--- config.mk ---
export PLATFORM = sky130hd
export DESIGN_NAME = multi_button_debouncer
export DESIGN_NICKNAME = d
export VERILOG_FILES = /design/src/rtl/debounce_pkg.sv /design/src/rtl/debounce_channel.sv /design/src/rtl/multi_button_debouncer.sv
export SDC_FILE = /design/constraint.sdc
export NUM_CORES = 1
export LEC_CHECK = 0
export ABC_AREA = 1
export CORE_UTILIZATION = 40
export DETAILED_ROUTE_END_ITERATION = 8
export DONT_BUFFER_PORTS = 1
export PLACE_DENSITY = 0.61
export SLEW_MARGIN = 10
export SYNTH_ARGS = -nofsm -noshare
export SYNTH_HDL_FRONTEND = slang
export SYNTH_SLANG_ARGS = --single-unit
--- constraint.sdc ---
create_clock -name clk -period 2.5 [get_ports clk]
set_input_delay 0.75 -clock clk [delete_from_list [all_inputs] [get_ports clk]]
set_output_delay 0.75 -clock clk [all_outputs]
set_load 0.05 [all_outputs]
--- src/rtl/debounce_pkg.sv ---
// Shared timing defaults and counter sizing helper for the button debouncer.
// Imported by debounce_channel and multi_button_debouncer.
package debounce_pkg;

   localparam int DB_TIME_DEFAULT     = 100000;
   localparam int HOLD_TIME_DEFAULT   = 50000000;
   localparam int REPEAT_TIME_DEFAULT = 10000000;

   // Number of bits needed to hold every value from 0 up to max_val.
   function automatic int clog2_cnt(input int unsigned max_val);
      int w;
      w = 1;
      while ((longint'(1) << w) <= longint'(max_val)) begin
         w = w + 1;
      end
      return w;
   endfunction

endpackage

--- src/rtl/debounce_channel.sv ---
// One debounce channel: 2-flop synchroniser, stable-time counter, level and edge pulses.
// With AUTO_REPEAT_EN defined, a hold counter adds auto-repeat press pulses while held.
module debounce_channel
   import debounce_pkg::*;
#(
   parameter int DEBOUNCE_TIME = DB_TIME_DEFAULT,
   parameter int HOLD_TIME     = HOLD_TIME_DEFAULT,
   parameter int REPEAT_TIME   = REPEAT_TIME_DEFAULT
) (
   input  logic clk_i,
   input  logic rst_i,
   input  logic btn_i,
   output logic level_o,
   output logic press_o,
   output logic release_o
);

   localparam int               CNT_W   = clog2_cnt(DEBOUNCE_TIME);
   localparam logic [CNT_W-1:0] DB_LAST = CNT_W'(DEBOUNCE_TIME - 1);

   logic             s1_q, s2_q;
   logic [CNT_W-1:0] cnt_q, cnt_d;
   logic             level_q, level_d;
   logic             press_q, press_d;
   logic             release_q, release_d;
   logic             commit, rise, fall;
   logic             rpt_fire;

   // Any return of s2 to the current level restarts the stable-time count.
   always_comb begin
      cnt_d   = cnt_q;
      level_d = level_q;
      commit  = 1'b0;
      if (s2_q == level_q) begin
         cnt_d = '0;
      end else if (cnt_q == DB_LAST) begin
         commit  = 1'b1;
         cnt_d   = '0;
         level_d = s2_q;
      end else begin
         cnt_d = cnt_q + 1'b1;
      end
   end

   assign rise = commit & s2_q;
   assign fall = commit & ~s2_q;

`ifdef AUTO_REPEAT_EN
   localparam int HOLD_MAX = (HOLD_TIME > REPEAT_TIME) ? HOLD_TIME : REPEAT_TIME;
   localparam int HOLD_W   = clog2_cnt(HOLD_MAX);
   localparam logic [HOLD_W-1:0] HOLD_LAST = HOLD_W'(HOLD_TIME - 1);
   localparam logic [HOLD_W-1:0] RPT_LAST  = HOLD_W'(REPEAT_TIME - 1);

   logic [HOLD_W-1:0] hold_q, hold_d;
   logic              repeat_q, repeat_d;

   // The release edge clears the hold state so no repeat can fire alongside release_pulse.
   always_comb begin
      hold_d   = hold_q;
      repeat_d = repeat_q;
      rpt_fire = 1'b0;
      if (!level_q || fall) begin
         hold_d   = '0;
         repeat_d = 1'b0;
      end else if (hold_q == (repeat_q ? RPT_LAST : HOLD_LAST)) begin
         rpt_fire = 1'b1;
         hold_d   = '0;
         repeat_d = 1'b1;
      end else begin
         hold_d = hold_q + 1'b1;
      end
   end

   always_ff @(posedge clk_i) begin
      if (rst_i) begin
         hold_q   <= '0;
         repeat_q <= 1'b0;
      end else begin
         hold_q   <= hold_d;
         repeat_q <= repeat_d;
      end
   end
`else
   logic unused_cfg;
   assign unused_cfg = (HOLD_TIME > 0) ^ (REPEAT_TIME > 0);
   assign rpt_fire   = 1'b0;
`endif

   assign press_d   = rise | rpt_fire;
   assign release_d = fall;

   always_ff @(posedge clk_i) begin
      if (rst_i) begin
         s1_q      <= 1'b0;
         s2_q      <= 1'b0;
         cnt_q     <= '0;
         level_q   <= 1'b0;
         press_q   <= 1'b0;
         release_q <= 1'b0;
      end else begin
         s1_q      <= btn_i;
         s2_q      <= s1_q;
         cnt_q     <= cnt_d;
         level_q   <= level_d;
         press_q   <= press_d;
         release_q <= release_d;
      end
   end

   assign level_o   = level_q;
   assign press_o   = press_q;
   assign release_o = release_q;

endmodule

--- src/rtl/multi_button_debouncer.sv ---
// N-channel button debouncer: one independent debounce_channel per pin, wiring only.
// Optional auto-repeat press pulses are enabled by defining AUTO_REPEAT_EN.
module multi_button_debouncer
   import debounce_pkg::*;
#(
   parameter int N_CH          = 4,
   parameter int DEBOUNCE_TIME = DB_TIME_DEFAULT,
   parameter int HOLD_TIME     = HOLD_TIME_DEFAULT,
   parameter int REPEAT_TIME   = REPEAT_TIME_DEFAULT
) (
   input  logic            clk,
   input  logic            reset,
   input  logic [N_CH-1:0] button_in,
   output logic [N_CH-1:0] button_out,
   output logic [N_CH-1:0] press_pulse,
   output logic [N_CH-1:0] release_pulse
);

   for (genvar i = 0; i < N_CH; i++) begin : g_ch
      debounce_channel #(
         .DEBOUNCE_TIME(DEBOUNCE_TIME),
         .HOLD_TIME    (HOLD_TIME),
         .REPEAT_TIME  (REPEAT_TIME)
      ) u_ch (
         .clk_i    (clk),
         .rst_i    (reset),
         .btn_i    (button_in[i]),
         .level_o  (button_out[i]),
         .press_o  (press_pulse[i]),
         .release_o(release_pulse[i])
      );
   end

endmodule

==> flow_summary.json, run 1 <==
{
  "status": "complete, no violations",
  "setup_tns_ps": 0,
  "worst_pin_slew_ps": 630,
  "fin_skew_ps": 10.7,
  "holdCritPathClass": "flip-flop to flip-flop",
  "syn-num-nets": 627,
  "antenna_cells": 0,
  "drv_slew": 0,
  "period_share": 0.733,
  "gr-total-overflow": 0,
  "routed-via-count": 3394,
  "rsz0062_at_grt": "no",
  "synth.most_common_cell": "nor2_1",
  "io_pins": 18,
  "async_flop_share": 0,
  "cp.depth": 0,
  "slew-limit-headroom": 0.580,
  "clk-insertion-delay-late_ps": 360,
  "fp.dieW_um": 105,
  "yosys_warnings": 0,
  "grt_pass1_vias": 3323,
  "crit_path_end_kind": "primary output",
  "cts.sinks": 88,
  "ir_drop_v": 0.000364,
  "grt_pass1_wl_um": 14000,
  "postCtsResizedCells": 0,
  "arrival_ps": 1080,
  "grt_util_all_layers": 0.156,
  "antenna_found_initial": 0,
  "drive_gt1_frac": 0.0503,
  "seq_area_frac_synth": 0.414,
  "nNetsFinal": 621,
  "place.gp.congestion": 0.866,
  "cap_viol_max_count": 0,
  "critical_path_class": "flip-flop to primary output",
  "port_buffers": 0,
  "dr.pass1.iters": 4,
  "cts_buffer_depth": 2,
  "crit_required_ps": 1750,
  "post-cts-setup-buffers": 0,
  "utilization": 0.438,
  "htreeDepth": 3,
  "area_growth_pct": 6.30,
  "die-area_um2": 11000,
  "setup_viol": 0,
  "synthCells": 617,
  "critPathMaxFanout": 3,
  "grt_max_degree": 18,
  "fmax_mhz": 546,
  "cts_made_buffers": 9,
  "cp-start-kind": "flip-flop",
  "avgSynthCellArea_um2": 6.89,
  "hold_viol_final": 0,
  "core_um2": 10300,
  "synth-seq-cells": 88,
  "ctsHoldBuffers": 0,
  "first_iter_violations": 102,
  "routed_wl_um": 7600,
  "synth_area_um2": 4250,
  "routedWlPerCell_um": 10.1,
  "hpwl_um": 5790,
  "whs_ps": 418,
  "synth_edf_count": 0,
  "p_per_area_nw_per_um2": 571,
  "synth_top_cell_area_share": 0.414,
  "ant_nets": 0,
  "cts_tree": "built",
  "viasPerCell": 4.51,
  "r2r_cells": 6,
  "drcViolationCount": 0,
  "whs_path_depth": 2,
  "path_clk_slew_ps": 90,
  "fin_total_pwr_mw": 2.58,
  "synth_cell_types": 28,
  "fin_cells": 752,
  "synth_top_area_cell": "dfxtp_1",
  "die-height_um": 105,
  "row_count": 37,
  "initial_utilization": 0.412,
  "dp.cells": 736,
  "post-route-min-period_ps": 1830,
  "synth_ff_type": "dfxtp_1",
  "synth_area_leaders": "dfxtp_1, nor2_1, nand2_1",
  "synth_top_cells_by_count": "nor2_1, nand2_1, inv_1",
  "leakagePower_nw": 1.66,
  "cts_root_buf": "clkbuf_8"
}
[sequential cells by signal, summed over array words and instances (netlist names)]
name / flops
g_ch.u_ch.cnt_q: 68
g_ch.u_ch.s2_q: 4
g_ch.u_ch.s1_q: 4
g_ch.u_ch.press_o: 4
g_ch.u_ch.level_o: 4
g_ch.u_ch.release_o: 4
[cells by family (layout without fill, tap and decap cells)]
| family | after synthesis | in the layout | synth area share |
|---|---|---|---|
| AND/OR/NAND/NOR | 357 | 357 | 0.352 |
| AO/OA/AOI/OAI | 19 | 19 | 0.0274 |
| buffers and inverters | 111 | 110 | 0.116 |
| XOR/XNOR | 38 | 38 | 0.0783 |
| flip-flops | 88 | 88 | 0.414 |
| adder cells (fa/ha/maj) | 4 | 4 | 0.0118 |
[worst paths after layout]
| check | startpoint | endpoint | slack, ps |
|---|---|---|---|
| setup / recovery | g_ch[3].u_ch.level_o | button_out[3] | 670 |
| hold reg to reg | g_ch[3].u_ch.s1_q | g_ch[3].u_ch.s2_q | 420 |
| hold / removal | g_ch[3].u_ch.s1_q | g_ch[3].u_ch.s2_q | 420 |
| setup reg to reg | g_ch[1].u_ch.cnt_q[0] | g_ch[1].u_ch.cnt_q[9] | 840 |
[cell type report]
cell class | instances | area [um2]
clock buffers | 11 | 151
clock inverters | 5 | 85.1
fillers | 1097 | 5810
inverters | 94 | 353
multi-input cells | 418 | 2000
flip-flops and latches | 88 | 1760
well taps | 136 | 170
[worst min-delay path, cell delays in order (launching register included)]
cell,delay (ps)
dfxtp_1,310
inv_1,40
nor2_1,30
[power by group]
group / internal (mW) / switching (mW)
registers: 1.41 / 0.00495
logic: 0.00759 / 0.0179
clock network: 0.625 / 0.517
[routing by layer]
metal	routed length (um)	GRT usage	part of all wire	vias up
li1	-	-	-	1844
met1	3810	0.193	0.50	1508
met2	3490	0.262	0.46	34
met3	216	0.0349	0.028	8
met4	86	0.0634	0.011	0
met5	0	0	0	-
[layout by cell type, fill, tap and decap left out, drive strengths merged]
| master | Yosys | layout |
|---|---|---|
| a21oi | 8 | 8 |
| and2 | 3 | 3 |
| and3 | 1 | 1 |
| bufinv | 0 | 2 |
| clkbuf | 1 | 11 |
| clkinvlp | 0 | 1 |
| dfxtp | 88 | 88 |
| ha | 4 | 4 |
| inv | 94 | 96 |
| nand2 | 143 | 143 |
| nand3 | 38 | 38 |
| nand3b | 4 | 4 |
| nand4 | 12 | 12 |
| nor2 | 151 | 151 |
| nor3 | 5 | 5 |
| o21ai | 10 | 10 |
| o21bai | 1 | 1 |
| xnor2 | 8 | 8 |
| xor2 | 30 | 30 |
[through the flow]
step / cell area, um2 / worst slack (ps)
finish: 4520 / 669
CTS: 4520 / 634
global route: 4520 / 615
floorplan: 4250 / 1090
detailed placement: 4280 / 828
global placement: 4280 / 920
Note: power is estimated with default switching activity, not from simulation.
==> run 2, diff against run 1 <==
PLACE_DENSITY = 0.63   (was 0.61)
clock period = 1.6 ns   (was 2.5 ns; I/O delays follow)
==> run 2 against run 1 <==
  * Sequential share of layout area decreased by 0.11 points
  * First-iteration DRC count decreased by 21%
  * Clock skew fell by 1.2 ps
  * Die area unchanged
  * Sequential power is 57% higher
  * Hold slack lost 230 ps
  * Sequential cell count unchanged
  * Power is 41% higher
  * Critical path depth did not move
  * Critical endpoint is now release_pulse[2]
==> flow_summary.json, run 2 (synthesized netlist as in run 1, its figures left out) <==
{
  "status": "complete, no violations",
  "fmax_mhz": 666,
  "setup_viol": 0,
  "antenna_found_initial": 0,
  "leakagePower_nw": 1.67,
  "crit_path_end_kind": "primary output",
  "arrival_ps": 1020,
  "slew-limit-headroom": 0.638,
  "timing.rr.end": "g_ch[0].u_ch.cnt_q[16]",
  "viasPerCell": 4.50,
  "regMostFlops": "g_ch.u_ch.cnt_q",
  "grt_util_met3": 0.0337,
  "drv_slew": 0,
  "largest_reg_flops": 68,
  "antenna_cells": 0,
  "postCtsResizedCells": 0,
  "met2_usage": 0.251,
  "cts_tree": "built",
  "routed-via-count": 3432,
  "ctsHoldBuffers": 0,
  "path_clk_slew_ps": 80,
  "ant_nets": 0,
  "grt_max_degree": 16,
  "final_common_cell": "nor2_1",
  "cap_viol_max_count": 0,
  "cts_buffer_depth": 2,
  "grt_pass1_wl_um": 13400,
  "holdCritPathClass": "input pin to flip-flop",
  "hold_viol_final": 0,
  "fin_total_pwr_mw": 3.63,
  "first_iter_violations": 81,
  "place.gp.congestion": 0.829,
  "ir_drop_v": 0.000348,
  "cp-start-kind": "flip-flop",
  "die-area_um2": 11000,
  "area_growth_pct": 6.59,
  "cts_made_buffers": 9,
  "row_count": 37,
  "r2r_start": "g_ch[0].u_ch.cnt_q[0]",
  "hold_start": "reset",
  "grt_use_met1": 0.187,
  "worst_pin_slew_ps": 543,
  "initial_utilization": 0.412,
  "io_pins": 18,
  "cts_root_buf": "clkbuf_8",
  "critPathMaxFanout": 1,
  "routed_wl_um": 7730,
  "dr.pass1.iters": 4,
  "most-common-layout-cells": "nor2_1, nand2_1, inv_1",
  "setup_tns_ps": 0,
  "crit_required_ps": 1120,
  "grt_util_all_layers": 0.151,
  "r2r_cells": 10,
  "htreeDepth": 3,
  "rsz0062_at_grt": "no",
  "hpwl_um": 5770,
  "nNetsFinal": 631,
  "drive_gt1_frac": 0.0623,
  "fp.dieW_um": 105,
  "die-height_um": 105,
  "gr-total-overflow": 0,
  "critical_path_class": "flip-flop to primary output",
  "routedWlPerCell_um": 10.1,
  "p_per_area_nw_per_um2": 800,
  "top_usage_layer": "met2",
  "post-route-min-period_ps": 1500,
  "min_to": "g_ch[2].u_ch.s1_q",
  "post-cts-setup-buffers": 0,
  "core_um2": 10300,
  "fin_skew_ps": 9.50,
  "cts.sinks": 88,
  "grt_pass1_vias": 3176,
  "period_share": 0.938,
  "rrSetupSlack_ps": 130,
  "drcViolationCount": 0,
  "port_buffers": 0,
  "whs_path_depth": 1,
  "clk-insertion-delay-late_ps": 360
}
[run 2: cell count changes in the layout (fill, tap and decap cells not counted), sizes merged]
cell / delta
buf: +10
bufinv: -2
clkbuf: +2
clkinv: +2
inv: -2
[run 2: final cells by class]
class | count | area, um2
fill | 1101 | 5790
multi-input combinational | 418 | 2000
sequential | 88 | 1760
inverter | 94 | 353
tap | 136 | 170
clock buffer | 13 | 149
timing repair buffer | 10 | 75.1
clock inverter | 3 | 17.5
[run 2: worst max path at each step]
stage | end | cells after the start | slack [ps] | startpoint
after floorplan | g_ch[3].u_ch.cnt_q[11] | 7 | 250 | g_ch[3].u_ch.cnt_q[0]
after global placement | g_ch[0].u_ch.cnt_q[12] | 6 | 150 | g_ch[0].u_ch.cnt_q[0]
after detailed placement | g_ch[0].u_ch.cnt_q[14] | 6 | 90 | g_ch[0].u_ch.cnt_q[0]
final | release_pulse[2] | 0 | 100 | g_ch[2].u_ch.release_o
after global routing | g_ch[0].u_ch.cnt_q[16] | 10 | 7 | g_ch[0].u_ch.cnt_q[0]
after CTS | g_ch[0].u_ch.cnt_q[14] | 6 | 80 | g_ch[0].u_ch.cnt_q[0]
[run 2: through the flow]
| step | utilization | setup slack [ps] | hold WS [ps] | area (um2) | cells |
|---|---|---|---|---|---|
| finish | 0.439 | 98.9 | 184 | 4530 | 762 |
| global route | 0.439 | 7.28 | 173 | 4530 | 762 |
| CTS | 0.438 | 82.6 | 174 | 4520 | 762 |
| detailed placement | 0.422 | 87.6 | 401 | 4360 | 746 |
| global placement | 0.422 | 147 | 398 | 4360 | 746 |
| floorplan | - | 246 | 388 | 4250 | 617 |
[run 2: layer usage]
layer,vias up,part of all wire,wire length [um]
li1,1861,-,-
met1,1524,0.51,3950
met2,37,0.45,3450
met3,10,0.025,194
met4,0,0.018,136
met5,-,0,0
[run 2: where the power goes]
| part | internal [mW] | switching [mW] | leakage (nW) |
|---|---|---|---|
| registers | 2.20 | 0.00706 | 0.710 |
| clock network | 0.605 | 0.768 | 0.0834 |
| logic | 0.0168 | 0.0296 | 0.877 |
| total | 2.82 | 0.805 | 1.67 |
